**src/rtl/keyboard_poly_ctrl_if.sv**
```systemverilog
// rtl/keyboard_poly_ctrl_if.sv - key/octave/mode inputs and note outputs of the free-mode key front end
interface keyboard_poly_ctrl_if #(
    parameter int NUM_KEYS = 7,
    parameter int OCT_W    = 2,
    parameter int NOTE_W   = 5
);
    logic [NUM_KEYS-1:0] key;
    logic [OCT_W-1:0]    octave;
    logic [2:0]          mode;
    logic [NOTE_W-1:0]   note;
    logic                note_valid;
    logic                note_start;

    modport master (
        output key,
        output octave,
        output mode,
        input  note,
        input  note_valid,
        input  note_start
    );

    modport slave (
        input  key,
        input  octave,
        input  mode,
        output note,
        output note_valid,
        output note_start
    );
endinterface

```
**src/rtl/keyboard_poly_ctrl.sv**
```systemverilog
// rtl/keyboard_poly_ctrl.sv - debounced last-pressed-priority key to note mapper
// Optional release sustain tail is built when KEYBOARD_SUSTAIN_EN is defined.
module keyboard_poly_ctrl #(
    parameter int         NUM_KEYS        = 7,
    parameter int         NUM_OCTAVES     = 3,
    parameter int         OCT_W           = 2,
    parameter int         NOTE_W          = 5,
    parameter int         DEBOUNCE_CYCLES = 2000000,
    parameter int         SUSTAIN_CYCLES  = 10000000,
    parameter logic [2:0] MODE_FREE       = 3'b001
) (
    input logic                 clk,
    input logic                 rst_n,
    keyboard_poly_ctrl_if.slave kb
);
    localparam int DB_W  = $clog2(DEBOUNCE_CYCLES + 1);
    localparam int IDX_W = (NUM_KEYS > 1) ? $clog2(NUM_KEYS) : 1;

    generate
        if (NUM_KEYS * NUM_OCTAVES > (2 ** NOTE_W) - 1) begin : g_note_w_check
            $error("NOTE_W cannot hold NUM_KEYS*NUM_OCTAVES");
        end
        if (DEBOUNCE_CYCLES < 1 || SUSTAIN_CYCLES < 1) begin : g_cycles_check
            $error("DEBOUNCE_CYCLES and SUSTAIN_CYCLES must be at least 1");
        end
    endgenerate

`ifdef KEYBOARD_SUSTAIN_EN
    typedef enum logic [1:0] {IDLE = 2'd0, PLAY = 2'd1, RELEASE = 2'd2} state_t;
`else
    typedef enum logic [1:0] {IDLE = 2'd0, PLAY = 2'd1} state_t;
`endif

    logic [NUM_KEYS-1:0] sync1;
    logic [NUM_KEYS-1:0] sync2;
    logic [NUM_KEYS-1:0] deb;
    logic [NUM_KEYS-1:0] deb_q;
    logic [DB_W-1:0]     db_cnt [NUM_KEYS];

    // Synchroniser plus per-key debounce counter; deb_q gives edge detection.
    always_ff @(posedge clk or negedge rst_n) begin
        if (!rst_n) begin
            sync1 <= '0;
            sync2 <= '0;
            deb   <= '0;
            deb_q <= '0;
            for (int i = 0; i < NUM_KEYS; i++) begin
                db_cnt[i] <= '0;
            end
        end else begin
            sync1 <= kb.key;
            sync2 <= sync1;
            deb_q <= deb;
            for (int i = 0; i < NUM_KEYS; i++) begin
                if (sync2[i] == deb[i]) begin
                    db_cnt[i] <= '0;
                end else if (db_cnt[i] == DB_W'(DEBOUNCE_CYCLES - 1)) begin
                    deb[i]    <= sync2[i];
                    db_cnt[i] <= '0;
                end else begin
                    db_cnt[i] <= db_cnt[i] + 1'b1;
                end
            end
        end
    end

    function automatic logic [IDX_W-1:0] lowest(input logic [NUM_KEYS-1:0] v);
        lowest = '0;
        for (int i = NUM_KEYS - 1; i >= 0; i--) begin
            if (v[i]) lowest = IDX_W'(i);
        end
    endfunction

    state_t              state;
    state_t              state_d;
    logic [IDX_W-1:0]    sel;
    logic [IDX_W-1:0]    sel_d;
    logic [IDX_W-1:0]    cand;
    logic [NOTE_W-1:0]   note_r;
    logic [NOTE_W-1:0]   note_d;
    logic [NOTE_W-1:0]   cand_note;
    logic                start_r;
    logic                start_d;
    logic                latch;
    logic                mode_ok;
    logic                oct_ok;
    logic                sus_done;
    logic [NUM_KEYS-1:0] rise;
    logic [NUM_KEYS-1:0] fall;

    assign rise    = deb & ~deb_q;
    assign fall    = ~deb & deb_q;
    assign mode_ok = (kb.mode == MODE_FREE);
    assign oct_ok  = (int'(kb.octave) < NUM_OCTAVES);

    // A fresh press wins over re-selection after the selected key drops out.
    always_comb begin
        latch     = 1'b0;
        cand      = sel;
        if (rise != '0) begin
            latch = 1'b1;
            cand  = lowest(rise);
        end else if (state == PLAY && fall[sel] && deb != '0) begin
            latch = 1'b1;
            cand  = lowest(deb);
        end
        cand_note = NOTE_W'(int'(kb.octave) * NUM_KEYS + int'(cand) + 1);
    end

`ifdef KEYBOARD_SUSTAIN_EN
    localparam int SUS_W = $clog2(SUSTAIN_CYCLES + 1);
    logic [SUS_W-1:0] sus_cnt;

    always_ff @(posedge clk or negedge rst_n) begin
        if (!rst_n) begin
            sus_cnt <= '0;
        end else if (state == RELEASE && state_d == RELEASE) begin
            sus_cnt <= sus_cnt + 1'b1;
        end else begin
            sus_cnt <= '0;
        end
    end

    assign sus_done = (sus_cnt == SUS_W'(SUSTAIN_CYCLES - 1));
`else
    assign sus_done = 1'b0;
`endif

    always_ff @(posedge clk or negedge rst_n) begin
        if (!rst_n) begin
            state   <= IDLE;
            sel     <= '0;
            note_r  <= '0;
            start_r <= 1'b0;
        end else begin
            state   <= state_d;
            sel     <= sel_d;
            note_r  <= note_d;
            start_r <= start_d;
        end
    end

    always_comb begin
        state_d = state;
        if (!mode_ok) begin
            state_d = IDLE;
        end else begin
            case (state)
                IDLE: begin
                    if (latch) state_d = oct_ok ? PLAY : IDLE;
                end
                PLAY: begin
                    if (latch) begin
                        state_d = oct_ok ? PLAY : IDLE;
                    end else if (deb == '0) begin
`ifdef KEYBOARD_SUSTAIN_EN
                        state_d = RELEASE;
`else
                        state_d = IDLE;
`endif
                    end
                end
`ifdef KEYBOARD_SUSTAIN_EN
                RELEASE: begin
                    if (latch) begin
                        state_d = oct_ok ? PLAY : IDLE;
                    end else if (sus_done) begin
                        state_d = IDLE;
                    end
                end
`endif
                default: state_d = IDLE;
            endcase
        end
    end

    // Any non-IDLE next state reached with latch set implies mode and octave were valid.
    always_comb begin
        note_d  = note_r;
        sel_d   = sel;
        start_d = 1'b0;
        if (state_d == IDLE) begin
            note_d = '0;
        end else if (latch) begin
            note_d  = cand_note;
            sel_d   = cand;
            start_d = 1'b1;
        end
    end

    assign kb.note       = note_r;
    assign kb.note_valid = (note_r != '0);
    assign kb.note_start = start_r;
endmodule

```
**src/flat_wrapper.sv**
```systemverilog
// flat-port wrapper written by rule: the top's interface ports become plain ports
module keyboard_poly_ctrl_flat 
#(
    parameter int         NUM_KEYS        = 7,
    parameter int         NUM_OCTAVES     = 3,
    parameter int         OCT_W           = 2,
    parameter int         NOTE_W          = 5,
    parameter int         DEBOUNCE_CYCLES = 2000000,
    parameter int         SUSTAIN_CYCLES  = 10000000,
    parameter logic [2:0] MODE_FREE       = 3'b001
)
  (clk, rst_n, kb_key, kb_octave, kb_mode, kb_note, kb_note_valid, kb_note_start);
  keyboard_poly_ctrl_if #(.NUM_KEYS(NUM_KEYS), .OCT_W(OCT_W), .NOTE_W(NOTE_W)) kb_i ();
  input logic clk;
  input logic rst_n;
  input wire logic [$bits(kb_i.key)-1:0] kb_key;
  input wire logic [$bits(kb_i.octave)-1:0] kb_octave;
  input wire logic [$bits(kb_i.mode)-1:0] kb_mode;
  output wire logic [$bits(kb_i.note)-1:0] kb_note;
  output wire logic [$bits(kb_i.note_valid)-1:0] kb_note_valid;
  output wire logic [$bits(kb_i.note_start)-1:0] kb_note_start;
  assign kb_i.key = kb_key;
  assign kb_i.octave = kb_octave;
  assign kb_i.mode = kb_mode;
  assign kb_note = kb_i.note;
  assign kb_note_valid = kb_i.note_valid;
  assign kb_note_start = kb_i.note_start;
  keyboard_poly_ctrl #(.NUM_KEYS(NUM_KEYS), .NUM_OCTAVES(NUM_OCTAVES), .OCT_W(OCT_W), .NOTE_W(NOTE_W), .DEBOUNCE_CYCLES(DEBOUNCE_CYCLES), .SUSTAIN_CYCLES(SUSTAIN_CYCLES), .MODE_FREE(MODE_FREE)) u_core (.clk(clk), .rst_n(rst_n), .kb(kb_i));
endmodule
```
**config.mk**
```make
export PLATFORM = sky130hd
export DESIGN_NAME = keyboard_poly_ctrl_flat
export DESIGN_NICKNAME = d
export VERILOG_FILES = /design/src/rtl/keyboard_poly_ctrl_if.sv /design/src/rtl/keyboard_poly_ctrl.sv /design/src/flat_wrapper.sv
export SDC_FILE = /design/constraint.sdc
export NUM_CORES = 1
export LEC_CHECK = 0
export ABC_CLOCK_PERIOD_IN_PS = 8700
export CAP_MARGIN = 20
export CORE_MARGIN = 1.5
export CORE_UTILIZATION = 60
export DETAILED_ROUTE_END_ITERATION = 6
export PLACE_DENSITY_LB_ADDON = 0.25
export SYNTH_ARGS = -nofsm -noshare
export SYNTH_HDL_FRONTEND = slang
export SYNTH_SLANG_ARGS = --single-unit
```
**constraint.sdc**
```tcl
create_clock -name clk -period 8.7 [get_ports clk]
set_input_delay 2.61 -clock clk [delete_from_list [all_inputs] [get_ports clk]]
set_output_delay 2.61 -clock clk [all_outputs]
set_load 0.01 [all_outputs]
```
==> run_results.csv <==
group,metric,value,unit
outcome,status,"complete, no violations",
clock_tree,ctsHoldBuffers,0,
yosys,synth_flop_cell,"dfrtp_1",
critical_path,critical-path-top-delay-family,"adder cells",
yosys,synth_area_per_cell,10.1,sq um
min_path,worstHoldStart,"u_core.sync1[2]",
clock_tree,post_cts_resized,0,
route,maxUsedRoutingLayer,"met4",
clock_tree,post_cts_buffers,0,
min_path,whs_path_depth,0,
route,drt_first_pass_iters,5,
min_path,hold_end,"u_core.sync2[2]",
timing,skew,7.56,ps
clock_tree,clock-sinks,186,
placement,place_congestion,0.833,
final_layout,area_delta_synth_final,9.97,%
timing,period_minus_slack,4570,ps
clock_tree,insertion_delay,430,ps
critical_path,path_cells,"clkdlybuf4s50_1 > fa_1 > inv_1 > fa_1 > inv_1 > a21o_1 > a21oi_1 > or3_1 > a21oi_1",
clock_tree,cts_tree,"yes",
final_layout,final_cell_mix,"dfrtp_1, nor2_1, nand3_1, xnor2_1, xor2_1",
floorplan,dieArea,15500,sq um
critical_path,required,9060,ps
yosys,postSynthNetCount,905,
route,dr.first_iter.drc_count,400,
final_layout,layout-drive-gt1-share,5.63,%
critical_path,end_kind,"flop",
power_and_ir_drop,finalPower,1650,uW
critical_path,worst_ep_arrival_time,4930,ps
route,routed_wl,16.1,mm
critical_path,reg2reg_from,"u_core.deb[1]",
route,vias,6182,
route,routed_via_density,5.67,
global_routing,grt_usage,22.3,%
timing,rsz0062_at_grt,"false",
yosys,ys_types,54,
critical_path,max_stage_delay,600,ps
clock_tree,root_buffer,"clkbuf_16",
timing,drv_slew,0,
clock_tree,path_clk_slew,70,ps
route,route.met2.wl,8.03,mm
final_layout,fin_nets,922,
route,drtAntennaViolNets,0,
clock_tree,cts_buffers,17,
flow_run,maxCapViolations,0,
route,dr_wl_met3,544,microns
yosys,synth-seq-area-share,52.5,%
yosys,netlist_instances,876,
critical_path,critPathBufInv,3,
yosys,ys_warn_count,0,
floorplan,die_h,125,microns
yosys,synthArstFlopShare,100,%
critical_path,r2r_cells,12,
placement,dp_hpwl,11.1,mm
global_routing,grt_pass1_vias,6256,
critical_path,critPathLaunch,"kb_octave[0]",
timing,max_slew.worst_pin.slew,906,ps
global_routing,grt_max_degree,101,
yosys,syn-cell-area,8860,sq um
global_routing,grt_pass1_wl,28.6,mm
floorplan,io_pins,21,
floorplan,rows,44,
final_layout,layout_commonest_cell,"dfrtp_1",
placement,io_buffers,20,
timing,relSlewSlack,39.6,%
floorplan,chipWidth,125,microns
timing,finalCritPeriodShare,52.5,%
yosys,synth_edf_count,0,
timing,finalSetupTns,0,ps
power_and_ir_drop,ir_drop,0.000146,V
timing,fmax,0.219,GHz
critical_path,crit_type,"in -> reg",
floorplan,start_util,61.2,%
route,wl_met1,7.37,mm
final_layout,utilization,67.3,%
final_layout,antenna_cells,0,
global_routing,grt-ovfl-total,0,
floorplan,core_area,14500,sq um
route,drc,0,
route,wire_per_inst,14.8,microns
critical_path,cpMaxStageDelayCell,"fa_1",
global_routing,antenna_found_initial,0,
final_layout,fillCellCount,1069,
critical_path,path_max_fanout,4,
critical_path,reg2reg_setup_slack,4930,ps
yosys,synth_seq_cells,186,
clock_tree,cts_buffer_depth,2,
clock_tree,htreeDepth,4,
critical_path,reg2reg_to,"u_core.kb.note[3]",
min_path,min_path_type,"reg -> reg",
timing,setup-violations-final,0,
timing,final_hold_viol_count,0,
power_and_ir_drop,p_per_area,169,nW/um^2
critical_path,startpoint_type,"primary input",
power_and_ir_drop,leakagePower,0.00424,uW
-- synthesized netlist by cell type (3+ instances only) --
master	instances	share of area [%]
nor4_1	13	0.92
nand4_1	15	1.1
buf_2	13	0.73
nor2b_1	6	0.42
and4_1	11	1.1
or3_1	14	0.99
nand4b_1	3	0.30
nor3_1	13	0.73
nor4b_1	8	0.79
nand3_1	66	3.7
o21ai_0	13	0.73
and2_1	3	0.21
mux2_2	5	0.64
fa_1	3	0.68
dfrtp_1	186	53
nor2_1	172	7.3
and3_1	36	2.5
nor4bb_1	4	0.45
nand2_1	48	2.0
clkbuf_1	7	0.30
inv_1	23	0.97
xor2_1	66	6.5
a21o_1	4	0.34
ha_1	12	1.7
a21oi_1	21	1.2
nand2b_1	7	0.49
or2_1	6	0.42
xnor2_1	66	6.5
-- kinds of logic (layout without fill, tap and decap cells) --
kind of cell             Yosys count  after routing  synth area share [%]
adder cells (fa/ha/maj)           15             15                  2.37
AND/OR/NAND/NOR                  437            437                  24.9
multiplexers                       7              7                 0.890
XOR/XNOR                         132            132                  13.0
flip-flops                       186            186                  52.5
buffers and inverters             48             78                  2.39
AO/OA/AOI/OAI                     50             50                  3.83
other                              1              1                0.0423
-- stage by stage --
stage | hold slack [ps] | area [sq um] | instances | worst slack, ps
after floorplan | 331 | 8860 | 876 | 4380
after global placement | 338 | 9180 | 1057 | 3760
after detailed placement | 336 | 9180 | 1057 | 3690
after CTS | 351 | 9720 | 1089 | 4150
after global routing | 363 | 9740 | 1090 | 4050
final | 350 | 9740 | 1090 | 4130
-- where the power goes --
group | switching (uW) | internal [uW]
Clock | 326 | 375
Sequential | 8.74 | 876
Combinational | 41.2 | 20.9
Total | 376 | 1270
-- sequential cells by signal (all words and copies together) (netlist names) --
| name | count |
|---|---|
| u_core.db_cnt | 147 |
| u_core.deb | 7 |
| u_core.deb_q | 7 |
| u_core.sync1 | 7 |
| u_core.sync2 | 7 |
| u_core.kb.note | 5 |
| u_core.sel | 3 |
| u_core.state | 2 |
| u_core.kb.note_start | 1 |
-- final cells by class --
type                    instances  area, sq um  share of cell area (%)
well taps                     184          230                    2.36
multi-input cells             642         4000                    41.0
clock inverters                12         91.3                   0.937
repair buffers                 22          236                    2.43
inverters                      24         90.1                   0.924
flip-flops and latches        186         4650                    47.8
clock buffers                  20          447                    4.58
-- layer usage --
metal	vias up	GRT usage [%]
met4	0	5.88
li1	3000	-
met1	3067	29.5
met5	-	0
met2	100	37.7
met3	15	4.77
-- worst max-delay path by stage --
stage	depth (start not counted)	end	slack [ps]
final	9	u_core.kb.note[4]	4130
after global routing	9	u_core.kb.note[4]	4050
after CTS	9	u_core.kb.note[4]	4150
after detailed placement	9	u_core.kb.note[4]	3690
after global placement	9	u_core.kb.note[4]	3760
after floorplan	8	u_core.kb.note[4]	4380
Power figures use the tool's default switching activity.
==> RTL change 1, RTL diff (same flow settings) <==
Build with the macro `KEYBOARD_SUSTAIN_EN` defined.
--- a/src/rtl/keyboard_poly_ctrl.sv
+++ b/src/rtl/keyboard_poly_ctrl.sv
@@ -1,4 +1,6 @@
 // rtl/keyboard_poly_ctrl.sv - debounced last-pressed-priority key to note mapper
 // Optional release sustain tail is built when KEYBOARD_SUSTAIN_EN is defined.
+`define KEYBOARD_SUSTAIN_EN
+
 module keyboard_poly_ctrl #(
     parameter int         NUM_KEYS        = 7,
Behaviour: same outputs for any inputs over 10 cycles, from zero or initial values and one cycle with rst_n low; that may be too few to reach the edited logic, so the function may still have changed.
==> RTL change 1 against the original RTL <==
  * Sequential cell count is 24 higher
  * Total power is 23% higher
  * Fmax is 3.9% higher
  * Final area is 15% higher
  * Worst hold slack worse by 5.8 ps
  * Core utilization is 0.77 points higher
  * Area after synthesis is 13% higher
  * Via count is 11% higher
  * Setup slack better by 170 ps
  * Sequential share of layout area is 0.71 points lower
  * Clock power is 39% higher
  * Count of clock-buffer cells in the layout is 15 higher
  * Wire length is 7.8% higher
  * Critical path depth is 3 lower
  * Critical path type unchanged
  * Highest routed layer unchanged
==> RTL change 1: results (changes against the original RTL) <==
[detailed_routing]
via_per_inst=5.45  ; was 5.67
drt-met1-wl_mm=8.60  ; was 7.37 mm
first_iter_violations=312  ; was 400
route.met2.wl_mm=7.91  ; was 8.03 mm
post_drt_wl_per_cell_um=13.8  ; was 14.8 um
wl_met3_um=465  ; was 544 um
drt-pass1-iter-count=4  ; was 5

[sta]
worst_slew_pin_slew_ps=994  ; was 906 ps
clock_skew_ps=12.2  ; was 7.56 ps

[layout]
drive_gt1_share_pct=5.51  ; was 5.63%
fill_cells=1277  ; was 1069

[status]
status=finished, final reports clean  ; unchanged

[place]
io_buffers=20  ; unchanged
hpwl_mm=11.4  ; was 11.1 mm
place.gp.congestion=0.809  ; was 0.833

[power]
ir_drop_uv=141  ; was 146 uV
leakagePower_uw=0.00486  ; was 0.00424 uW
powerComb_uw=63.6  ; was 62.1 uW
switchingPower_uw=435  ; was 376 uW
clk-power_uw=971  ; was 701 uW
switching_share_pct=21.4  ; was 22.8%

[grt]
use_met3_pct=3.19  ; was 4.77%
use_met2_pct=33.3  ; was 37.7%
grt_use_total_pct=20.7  ; was 22.3%
grt_pass1_wl_mm=30.9  ; was 28.6 mm
grt_max_degree=123  ; was 101
grt_pass1_vias=6726  ; was 6256
grtUsageMet1_pct=29.7  ; was 29.5%
grt_antenna_before_repair=0  ; unchanged

[setup_path]
r2r_cells=11  ; was 12
critical_path_arrival_ps=4830  ; was 4930 ps
regToRegSetupSlack_ps=5090  ; was 4930 ps

[logic_synthesis]
syn_nets=1021  ; was 905
yosysUniqueCellTypes=56  ; was 54
synth_area_leaders=dfrtp_1 (53%), nor2_1 (7.7%), xor2_1 (7.5%)  ; was dfrtp_1 (53%), nor2_1 (7.3%), xnor2_1 (6.5%)
yosys-top-cells-count=dfrtp_1 (210), nor2_1 (204), xor2_1 (86)  ; was dfrtp_1 (186), nor2_1 (172), nand3_1 (66), xnor2_1 (66), xor2_1 (66)
seq_area_frac_synth_pct=52.5  ; about the same

[clocking]
htree_levels=1  ; was 4
numCtsBuffers=24  ; was 17
cts_buffer_depth=3  ; was 2
clock_latency_ps=510  ; was 430 ps

-- RTL change 1: changes by cell type after synthesis, sizes merged, moves of 8 or more --
cell / delta
nor2: +32
dfrtp: +24
nor3: +8
nand2: +18
or3: -8
a21oi: -14
xor2: +20
nand3: +11
-- RTL change 1: logic make-up (layout without fill, tap and decap cells) --
group,Yosys count,count (layout),synth area share (%)
flops,210,210,52.5
fa+ha+maj,16,16,2.23
mux,13,13,1.41
buf+inv,40,84,1.70
simple gates,510,510,25.2
xor+xnor,159,159,13.9
compound gates,43,43,2.95
-- RTL change 1: path summary, 6_finish.rpt --
| kind | startpoint | end |
|---|---|---|
| setup / recovery | kb_octave[0] | u_core.kb.note[1] |
| hold reg to reg | u_core.sync1[5] | u_core.sync2[5] |
| max in group asynchronous | rst_n | u_core.db_cnt[84] |
| min in group asynchronous | rst_n | u_core.db_cnt[35] |
| setup reg to reg | u_core.deb[1] | u_core.kb.note[1] |
| hold / removal | u_core.sync1[5] | u_core.sync2[5] |
-- RTL change 1: layout make-up --
class	count	area (sq um)	area share, %
sequential	210	5260	47.1
inverter	19	71.3	0.639
timing repair buffer	22	219	1.96
clock inverter	8	68.8	0.616
tap	220	275	2.46
multi-input combinational	741	4580	41.0
clock buffer	35	703	6.30
-- RTL change 1: stage by stage --
step | instance area, sq um | hold slack, ps | utilization [%] | cells | setup WS (ps)
after floorplan | 10000 | 331 | - | 991 | 4430
after global placement | 10400 | 332 | 63.4 | 1212 | 3830
after detailed placement | 10400 | 335 | 63.4 | 1212 | 3780
after CTS | 11200 | 347 | 68.1 | 1255 | 4310
after global routing | 11200 | 350 | 68.1 | 1255 | 4230
final | 11200 | 344 | 68.1 | 1255 | 4300
==> RTL change 2, RTL diff (same settings) <==
Without the edit above. `NOTE_W` is set to 5 in 3 places; all go to 7.
--- a/src/rtl/keyboard_poly_ctrl_if.sv
+++ b/src/rtl/keyboard_poly_ctrl_if.sv
@@ -3,5 +3,5 @@
     parameter int NUM_KEYS = 7,
     parameter int OCT_W    = 2,
-    parameter int NOTE_W   = 5
+    parameter int NOTE_W   = 7
 );
     logic [NUM_KEYS-1:0] key;
--- a/src/rtl/keyboard_poly_ctrl.sv
+++ b/src/rtl/keyboard_poly_ctrl.sv
@@ -5,5 +5,5 @@
     parameter int         NUM_OCTAVES     = 3,
     parameter int         OCT_W           = 2,
-    parameter int         NOTE_W          = 5,
+    parameter int         NOTE_W          = 7,
     parameter int         DEBOUNCE_CYCLES = 2000000,
     parameter int         SUSTAIN_CYCLES  = 10000000,
--- a/src/flat_wrapper.sv
+++ b/src/flat_wrapper.sv
@@ -5,5 +5,5 @@
     parameter int         NUM_OCTAVES     = 3,
     parameter int         OCT_W           = 2,
-    parameter int         NOTE_W          = 5,
+    parameter int         NOTE_W          = 7,
     parameter int         DEBOUNCE_CYCLES = 2000000,
     parameter int         SUSTAIN_CYCLES  = 10000000,
Interface: changed (resized kb_note); port bits go from 21 to 23. No check against the original RTL was run, so the function may have changed too.
==> RTL change 2 against the original RTL <==
  * Setup slack better by 210 ps
  * Sequential cell count is 1 higher
  * Sequential share of layout area is 0.21 points higher
  * Area after synthesis is 0.72% lower
  * Total power is 2.2% higher
  * Largest power group unchanged
  * Count of clock-buffer cells in the layout is 5 higher
  * Final area hardly changed
  * Wire length is 1.2% lower
  * Non-clock buffer count is 1 higher
==> RTL change 2: results (changes against the original RTL) <==
[status]
status=finished, final reports clean  ; unchanged

[grt]
grt_pass1_wl_mm=27.8  ; was 28.6 mm
grt_use_total_pct=22.9  ; was 22.3%
grt_max_degree=117  ; was 101
grt_pass1_vias=6210  ; was 6256

[worst_hold_path]
min_path_type=flip-flop to flip-flop  ; unchanged
min_to=u_core.sync2[1]  ; was u_core.sync2[2]
min_from=u_core.sync1[1]  ; was u_core.sync1[2]

[setup_path]
critical_path.max_stage_delay_ps=500  ; was 600 ps
path_max_fanout=3  ; was 4
regToRegSetupSlack_ps=5140  ; was 4930 ps
slowest_stage=clkdlybuf4s50_1  ; was fa_1
r2r_cells=10  ; was 12
crit_family=buffers and inverters  ; was adder cells
critical_path_arrival_ps=1750  ; was 4930 ps
crit-reg2reg-launch=u_core.deb[1]  ; unchanged
r2r-end=u_core.kb.note[4]  ; was u_core.kb.note[3]

[clocking]
cts.clk_slew.worst_paths_ps=60
cts_resized=0  ; unchanged
cts_buffer_depth=2  ; unchanged
ctsRootBufferMaster=clkbuf_16  ; unchanged

[logic_synthesis]
synth_xor_area_share_pct=13.3  ; was 13.0%
yosys-top-cells-count=dfrtp_1 (187), nor2_1 (166), xor2_1 (86)  ; was dfrtp_1 (186), nor2_1 (172), nand3_1 (66), xnor2_1 (66), xor2_1 (66)
seq_area_frac_synth_pct=53.2  ; was 52.5%
synthAdderAreaFrac_pct=2.08  ; was 2.37%
yosysUniqueCellTypes=51  ; was 54
synth-async-reset-ratio_pct=100  ; unchanged
synth_area_leaders=dfrtp_1 (53%), xor2_1 (8.6%), nor2_1 (7.1%)  ; was dfrtp_1 (53%), nor2_1 (7.3%), xnor2_1 (6.5%)
synth_compound_area_share_pct=3.40  ; was 3.83%
synthMuxAreaShare_pct=0.853  ; was 0.890%

[power]
ir_drop_uv=155  ; was 146 uV
leakagePower_uw=0.00427  ; was 0.00424 uW
switchingPower_uw=367  ; was 376 uW

[sta]
clock_skew_ps=6.83  ; was 7.56 ps
worst_slew_pin_slew_ps=877  ; was 906 ps
fin_hold_ws_ps=348  ; was 350 ps

[detailed_routing]
vias=6122  ; was 6182
drt-pass1-iter-count=4  ; was 5
post_drt_wl_per_cell_um=14.5  ; was 14.8 um
first_iter_violations=363  ; was 400
drtAntennaViolNets=0  ; unchanged

[layout]
layout.nets=926  ; was 922
drive_gt1_share_pct=5.93  ; was 5.63%
largest_reg_flops=147  ; unchanged
area_delta_synth_final_pct=10.9  ; was 9.97%
fill_cells=1099  ; was 1069

[place]
place.gp.congestion=0.900  ; was 0.833
dp_slack_ps=3910  ; was 3690 ps
io_buffers=21  ; was 20
hpwl_mm=10.4  ; was 11.1 mm

[RTL change 2: power by group through the flow]
stage / Combinational, uW / Clock (uW) / Sequential (uW)
3_3_place_gp: 57.6 / 0 / 907
4_1_cts: 60.7 / 744 / 891
5_1_grt: 69.8 / 776 / 893
2_1_floorplan: 31.0 / 0 / 905
3_5_place_dp: 59.8 / 0 / 907
6_report: 60.3 / 732 / 891
[RTL change 2: logic make-up (layout without fill, tap and decap cells)]
logic type | after synthesis | after routing
AND/OR/NAND/NOR | 439 | 439
buffers and inverters | 45 | 80
adder cells (fa/ha/maj) | 14 | 14
multiplexers | 6 | 6
AO/OA/AOI/OAI | 48 | 48
XOR/XNOR | 134 | 134
other | 1 | 2
flip-flops | 187 | 187
[RTL change 2: worst max-delay path by stage]
| stage | startpoint | to | cells after the start | slack [ps] |
|---|---|---|---|---|
| final | u_core.kb.note[3] | kb_note_valid | 3 | 4340 |
| after global routing | u_core.kb.note[3] | kb_note_valid | 3 | 4250 |
| after CTS | u_core.kb.note[3] | kb_note_valid | 3 | 4310 |
| after detailed placement | kb_octave[0] | u_core.kb.note[4] | 9 | 3910 |
| after global placement | kb_octave[0] | u_core.kb.note[4] | 9 | 3950 |
| after floorplan | kb_octave[0] | u_core.kb.note[4] | 8 | 4530 |
[RTL change 2: metal layers]
| layer | GRT usage [%] | vias to the layer above | part of all wire, % |
|---|---|---|---|
| met5 | 0 | - | 0 |
| met4 | 8.38 | 0 | 1.6 |
| met3 | 5.04 | 23 | 2.7 |
| met2 | 38.7 | 82 | 49 |
| met1 | 28.8 | 3025 | 46 |
| li1 | - | 2992 | - |
[RTL change 2: layout make-up]
| class | count | area [sq um] | area share, % |
|---|---|---|---|
| clock buffer | 25 | 526 | 5.39 |
| sequential | 187 | 4680 | 48.0 |
| inverter | 26 | 97.6 | 1.00 |
| multi-input combinational | 643 | 3940 | 40.4 |
| timing repair buffer | 23 | 246 | 2.53 |
| tap | 184 | 230 | 2.36 |
| clock inverter | 6 | 35.0 | 0.359 |
[RTL change 2: stage by stage]
step	cell area (sq um)	total power [uW]	instances	utilization [%]
finish	9750	1680	1094	67.6
global route	9750	1740	1094	67.6
CTS	9730	1700	1093	67.4
detailed placement	9170	967	1062	63.5
global placement	9170	964	1062	63.5
floorplan	8800	936	875	-
